`src/rtl/ibex_pmp_chk_arb_pkg.sv`:
```
// Shared types for the PMP check-channel arbiter: PMP access/privilege encodings
// (ibex_pkg compatible) and the request payload carried through the stage.
package ibex_pmp_chk_arb_pkg;

  localparam int unsigned PMP_ARB_MAX_REQ = 8;
  localparam int unsigned PMP_ADDR_W      = 34;

  typedef enum logic [1:0] {
    PMP_ACC_EXEC  = 2'b00,
    PMP_ACC_WRITE = 2'b01,
    PMP_ACC_READ  = 2'b10
  } pmp_req_e;

  typedef enum logic [1:0] {
    PRIV_LVL_M = 2'b11,
    PRIV_LVL_H = 2'b10,
    PRIV_LVL_S = 2'b01,
    PRIV_LVL_U = 2'b00
  } priv_lvl_e;

  typedef struct packed {
    logic [PMP_ADDR_W-1:0] addr;
    pmp_req_e              req_type;
    priv_lvl_e             priv;
  } pmp_chk_req_t;

  function automatic logic [PMP_ARB_MAX_REQ-1:0] idx_to_onehot(input logic [2:0] idx);
    logic [PMP_ARB_MAX_REQ-1:0] oh;
    oh = {{(PMP_ARB_MAX_REQ-1){1'b0}}, 1'b1} << idx;
    return oh;
  endfunction

endpackage

```
`src/rtl/ibex_pmp_chk_arb_rr_arbiter.sv`:
```
// Combinational round-robin arbiter: scans requests starting just after ptr,
// wrapping, and grants the first one found.
module ibex_rr_arbiter #(
  parameter int unsigned N = 3,
  localparam int unsigned IdxW = $clog2(N)
) (
  input  logic [N-1:0]    req,
  input  logic [IdxW-1:0] ptr,
  output logic [N-1:0]    gnt,
  output logic [IdxW-1:0] gnt_idx
);

  logic            found;
  logic [IdxW-1:0] cand;

  always_comb begin
    gnt     = '0;
    gnt_idx = '0;
    found   = 1'b0;
    cand    = '0;
    for (int i = 1; i <= int'(N); i++) begin
      cand = IdxW'((int'(ptr) + i) % int'(N));
      if (!found && req[cand]) begin
        found       = 1'b1;
        gnt[cand]   = 1'b1;
        gnt_idx     = cand;
      end else begin
        found = found;
      end
    end
  end

endmodule

```
`src/rtl/ibex_pmp_chk_arb.sv`:
```
// Shares a single ibex_pmp check channel between NumReq requesters: round-robin
// accept, one registered stage driving the PMP, one-cycle tagged response pulse.
module ibex_pmp_chk_arb
  import ibex_pmp_chk_arb_pkg::*;
#(
  parameter int unsigned NumReq       = 3,
  parameter int unsigned SettleCycles = 1
) (
  input  logic                         clk_i,
  input  logic                         rst_i,
  input  logic [NumReq-1:0]            req_valid_i,
  output logic [NumReq-1:0]            req_ready_o,
  input  logic [NumReq*PMP_ADDR_W-1:0] req_addr_i,
  input  pmp_req_e                     req_type_i [NumReq],
  input  priv_lvl_e                    req_priv_i [NumReq],
  input  logic [NumReq-1:0]            req_kill_i,
  output logic [NumReq-1:0]            rsp_valid_o,
  output logic                         rsp_err_o,
  input  logic                         csr_pmp_wr_i,
  output logic [PMP_ADDR_W-1:0]        pmp_req_addr_o,
  output pmp_req_e                     pmp_req_type_o,
  output priv_lvl_e                    pmp_priv_mode_o,
  input  logic                         pmp_req_err_i
);

  localparam int unsigned IdxW        = $clog2(NumReq);
  localparam logic [1:0]  SETTLE_INIT = 2'(SettleCycles);

  logic [IdxW-1:0]            ptr;
  logic [NumReq-1:0]          gnt;
  logic [IdxW-1:0]            gnt_idx;
  logic                       arb_en;
  logic                       accept;
  logic [1:0]                 settle_cnt;
  logic                       stage_valid;
  logic [IdxW-1:0]            stage_id;
  logic                       stage_kill;
  logic                       rsp_live;
  logic [PMP_ARB_MAX_REQ-1:0] stage_oh;
  pmp_chk_req_t               win_req;

  ibex_rr_arbiter #(.N(NumReq)) u_rr_arbiter (
    .req     (req_valid_i),
    .ptr     (ptr),
    .gnt     (gnt),
    .gnt_idx (gnt_idx)
  );

  // No new accept during reset, the CSR write cycle, or the settle window after it.
  always_comb begin
    arb_en           = !rst_i && !csr_pmp_wr_i && (settle_cnt == 2'd0);
    req_ready_o      = arb_en ? gnt : '0;
    accept           = |(req_valid_i & req_ready_o);
    win_req.addr     = req_addr_i[gnt_idx*PMP_ADDR_W +: PMP_ADDR_W];
    win_req.req_type = req_type_i[gnt_idx];
    win_req.priv     = req_priv_i[gnt_idx];
  end

  always_ff @(posedge clk_i) begin
    if (rst_i) begin
      ptr             <= IdxW'(NumReq - 1);
      stage_valid     <= 1'b0;
      stage_id        <= '0;
      stage_kill      <= 1'b0;
      pmp_req_addr_o  <= '0;
      pmp_req_type_o  <= PMP_ACC_READ;
      pmp_priv_mode_o <= PRIV_LVL_M;
    end else if (accept) begin
      ptr             <= gnt_idx;
      stage_valid     <= 1'b1;
      stage_id        <= gnt_idx;
      stage_kill      <= req_kill_i[gnt_idx];
      pmp_req_addr_o  <= win_req.addr;
      pmp_req_type_o  <= win_req.req_type;
      pmp_priv_mode_o <= win_req.priv;
    end else begin
      stage_valid     <= 1'b0;
      stage_kill      <= 1'b0;
    end
  end

  always_ff @(posedge clk_i) begin
    if (rst_i) begin
      settle_cnt <= 2'd0;
    end else if (csr_pmp_wr_i) begin
      settle_cnt <= SETTLE_INIT;
    end else if (settle_cnt != 2'd0) begin
      settle_cnt <= settle_cnt - 2'd1;
    end else begin
      settle_cnt <= settle_cnt;
    end
  end

  // A kill seen at accept time or while the stage is owned drops the pulse.
  always_comb begin
    stage_oh    = idx_to_onehot(3'(stage_id));
    rsp_live    = stage_valid && !rst_i && !stage_kill && !req_kill_i[stage_id];
    rsp_valid_o = rsp_live ? stage_oh[NumReq-1:0] : '0;
    rsp_err_o   = rsp_live && pmp_req_err_i;
  end

  ibex_pmp_chk_arb_chk #(.NumReq(NumReq)) u_chk (
    .clk_i       (clk_i),
    .rst_i       (rst_i),
    .req_valid_i (req_valid_i),
    .req_ready_o (req_ready_o),
    .rsp_valid_o (rsp_valid_o)
  );

endmodule

// Protocol checker for the arbiter's handshake and response invariants.
module ibex_pmp_chk_arb_chk #(
  parameter int unsigned NumReq = 3
) (
  input logic              clk_i,
  input logic              rst_i,
  input logic [NumReq-1:0] req_valid_i,
  input logic [NumReq-1:0] req_ready_o,
  input logic [NumReq-1:0] rsp_valid_o
);

  ap_ready_onehot0: assert property (@(posedge clk_i) disable iff (rst_i)
    $onehot0(req_ready_o));

  ap_rsp_onehot0: assert property (@(posedge clk_i) disable iff (rst_i)
    $onehot0(rsp_valid_o));

  ap_rsp_after_accept: assert property (@(posedge clk_i) disable iff (rst_i)
    (|rsp_valid_o) |-> $past(|(req_valid_i & req_ready_o)));

endmodule
```
`config.mk`:
```
export PLATFORM = sky130hd
export DESIGN_NAME = ibex_pmp_chk_arb
export DESIGN_NICKNAME = d
export VERILOG_FILES = /design/src/rtl/ibex_pmp_chk_arb_pkg.sv /design/src/rtl/ibex_pmp_chk_arb_rr_arbiter.sv /design/src/rtl/ibex_pmp_chk_arb.sv
export SDC_FILE = /design/constraint.sdc
export NUM_CORES = 1
export LEC_CHECK = 0
export CORE_MARGIN = 1
export CORE_UTILIZATION = 30
export DETAILED_ROUTE_END_ITERATION = 6
export HOLD_SLACK_MARGIN = 0.02
export PLACE_DENSITY = 0.68
export SLEW_MARGIN = 5
export SYNTH_ARGS = -nofsm -noshare
export SYNTH_HDL_FRONTEND = slang
export SYNTH_SLANG_ARGS = --single-unit
```
`constraint.sdc`:
```
create_clock -name clk_i -period 2.4 [get_ports clk_i]
set_input_delay 0.48 -clock clk_i [delete_from_list [all_inputs] [get_ports clk_i]]
set_output_delay 0.48 -clock clk_i [all_outputs]
set_load 0.005 [all_outputs]
```
==> metrics.yaml <==
status: "finished with violations"
violations: "negative setup slack"
cts_hold_buf: 0
min_period_ns: 2.447
portBuffers: 168
instances_no_fill: 642
setup_slack_ns: -0.04658
slew_headroom: 0.8304
rsz0062_at_grt: "true"
p_sw_mw: 0.7321
antenna_left: 0
power.internal_mw: 1.810
dieArea_um2: 10230
fin_area_um2: 5438
place_hpwl_mm: 7.063
ir_drop_mv: 0.2271
grt_first_pass_wirelength_mm: 14.60
syn-num-nets: 435
startpoint_type: "flip-flop"
cts_buffers: 5
synth_top_area_frac: 0.3055
clock_latency_ns: 0.29
holdPathEnd: "pmp_req_addr_o[31]$_SDFFE_PP0P_"
netlist_area_um2: 2949
hold_start: "pmp_req_addr_o[31]$_SDFFE_PP0P_"
worstPathArrival_ns: 1.97
p_per_area_nw_per_um2: 467.5
wl_per_cell_um: 15.35
cp-end-kind: "primary output"
rows: 35
reg2reg_to: "pmp_req_addr_o[18]$_SDFFE_PP0P_"
via_count: 3069
synth.avg_cell_area_um2: 9.638
hold_class: "reg2reg"
synth_ff_type: "dfxtp_1"
yosysSeqAreaShare: 0.3055
required_ns: 1.92
slew_violations: 0
cts_tree: "done"
fillers: 892
drc: 0
async_reset_ff_frac: 0
cts_max_level: 2
synth_most_common_cell: "mux2i_1"
syn_to_final_growth_pct: 84.39
gp_congestion: 0.8896
ys_top_cells_by_count: "mux2i_1, dfxtp_1, nand2_1"
period_share: 1.019
drive_gt1_frac: 0.2476
synthTopCellsByArea: "dfxtp_1, mux2i_1, mux2_2, nand2_1, ha_1"
clk_pin_slew_ns: 0.08
drtIter0Drc: 38
tightestPinTransition_ns: 0.2473
start_util: 0.3147
grt_overflow: 0
p_clk_frac: 0.190
rrSetupSlack_ns: 0
seqPwrFrac: 0.341
crit_type: "reg2out"
netlist_instances: 306
die_h_um: 101.1
nNetsFinal: 641
drtPass1Iterations: 4
hold_viol: 0
synth-seq-cells: 45
worstHoldPathCells: 2
drv_cap: 0
globalRouteTotalUtil: 0.1799
fmax_ghz: 0.4087
synth_edf_count: 0
switching_share: 0.2880
wl_mm: 9.855
cp_max_fo: 5
n_antenna_cell: 0
pin_count: 169
root_buffer: "clkbuf_8"
core_area_um2: 9371
p_comb_frac: 0.469
synth.distinct_cells: 40
p_leak_nw: 2.539
worst_hold_slack_ns: 0.4607
reg2reg_depth: 10
cts.sinks: 45
worstReg2RegStart: "ptr[0]$_SDFFE_PP0P_"
viasPerCell: 4.780
fin_skew_ns: 0.005217
grt_max_degree: 26
dp_slack_ns: -0.5455
placed_area_um2: 5067
yosysTopAreaCell: "dfxtp_1"
grt_antenna_before_repair: 0
yosys_warnings: 0
clk_path_buf_depth: 2
setup_viol: 1
power.total_mw: 2.542
dp_cells: 624
grt_pass1_vias: 3174
die_x_um: 101.1
[how the worst max path moves through the flow]
stage                                    from                             end  slack, ns
after floorplan           ptr[0]$_SDFFE_PP0P_  pmp_req_addr_o[0]$_SDFFE_PP0P_       0.01
after global placement         req_valid_i[0]                  req_ready_o[1]      -0.49
after detailed placement       req_valid_i[2]                  req_ready_o[1]      -0.55
after CTS                 ptr[1]$_SDFFE_PP1P_                  req_ready_o[1]      -0.04
after global routing      ptr[0]$_SDFFE_PP0P_                  req_ready_o[1]      -0.12
final                     ptr[0]$_SDFFE_PP0P_                  req_ready_o[1]      -0.05
[timing repair]
action	4_1_cts	5_1_grt
buffers inserted	2	3
pin swaps	6	8
gates cloned	0	7
endpoints found under the setup margin	46	45
resized for setup	31	19
[metal layers]
layer  vias up  part of all wire  global-route usage
met1      1436              0.40              0.1935
met2       114              0.52              0.3328
met3        16             0.059             0.04762
li1       1503                 -                   -
met5         -                 0                   0
met4         0             0.021             0.07358
[power by group through the flow]
| stage | Combinational (mW) | Clock, mW | Sequential [mW] |
|---|---|---|---|
| floorplan | 0.534 | 0 | 0.886 |
| global placement | 1.06 | 0 | 0.879 |
| finish | 1.19 | 0.483 | 0.866 |
| CTS | 1.10 | 0.504 | 0.866 |
| detailed placement | 1.07 | 0 | 0.882 |
| global route | 1.28 | 0.534 | 0.876 |
[worst max-delay path, stage by stage (launching register included)]
cell and delay, ns:
dfxtp_4 0.38, inv_4 0.04, ha_4 0.29, inv_1 0.07, a211o_1 0.29, a211o_1 0.35
a21oi_2 0.13, buf_2 0.12
[stage by stage]
stage	utilization	setup TNS, ns
global route	0.5802	-1.485
floorplan	-	0
global placement	0.5407	-15.68
finish	0.5802	-0.04658
CTS	0.5535	-0.1319
detailed placement	0.5407	-17.17
[registers in the layout (all words and copies together), names as in the netlist]
signal / flops
pmp_req_addr_o: 34
pmp_priv_mode_o: 2
pmp_req_type_o: 2
ptr: 2
settle_cnt: 2
stage_id: 1
stage_kill: 1
stage_valid: 1
[cell usage in the layout, fill, tap and decap left out, types with 2 or more instances in the layout]
cell	count
dlygate4sd2_1	7
buf_2	3
o21ai_1	4
nor3_1	3
mux2i_1	77
nand4_1	2
nand2_1	43
mux2_2	39
buf_4	34
dfxtp_1	43
nor3b_1	3
nand3_1	3
ha_4	2
nand2b_1	3
o21ai_0	3
a21o_1	2
nor2_1	8
and3_4	2
clkdlybuf4s50_1	158
buf_6	4
clkbuf_16	5
a21oi_2	4
a211o_1	2
ha_1	3
inv_1	8
clkbuf_8	6
a21oi_1	3
clkbuf_1	2
a41oi_1	3
buf_12	7
[layout make-up]
cell class / count / area, µm² / share of cell area
Multi-Input combinational cell: 231 / 2013 / 0.3702
Timing Repair Buffer: 218 / 2223 / 0.4089
Sequential cell: 45 / 905.9 / 0.1666
Inverter: 11 / 43.79 / 0.008053
Tap cell: 129 / 161.4 / 0.02968
Clock buffer: 8 / 90.09 / 0.01657
[logic make-up after synthesis]
family / after synthesis / share of synthesized area
mux: 118 / 0.4171
simple gates: 71 / 0.1078
flops: 45 / 0.3055
compound gates: 35 / 0.08528
buf+inv: 31 / 0.06024
fa+ha+maj: 5 / 0.02121
xor+xnor: 1 / 0.002970
Note: power is estimated with default switching activity, not from simulation.
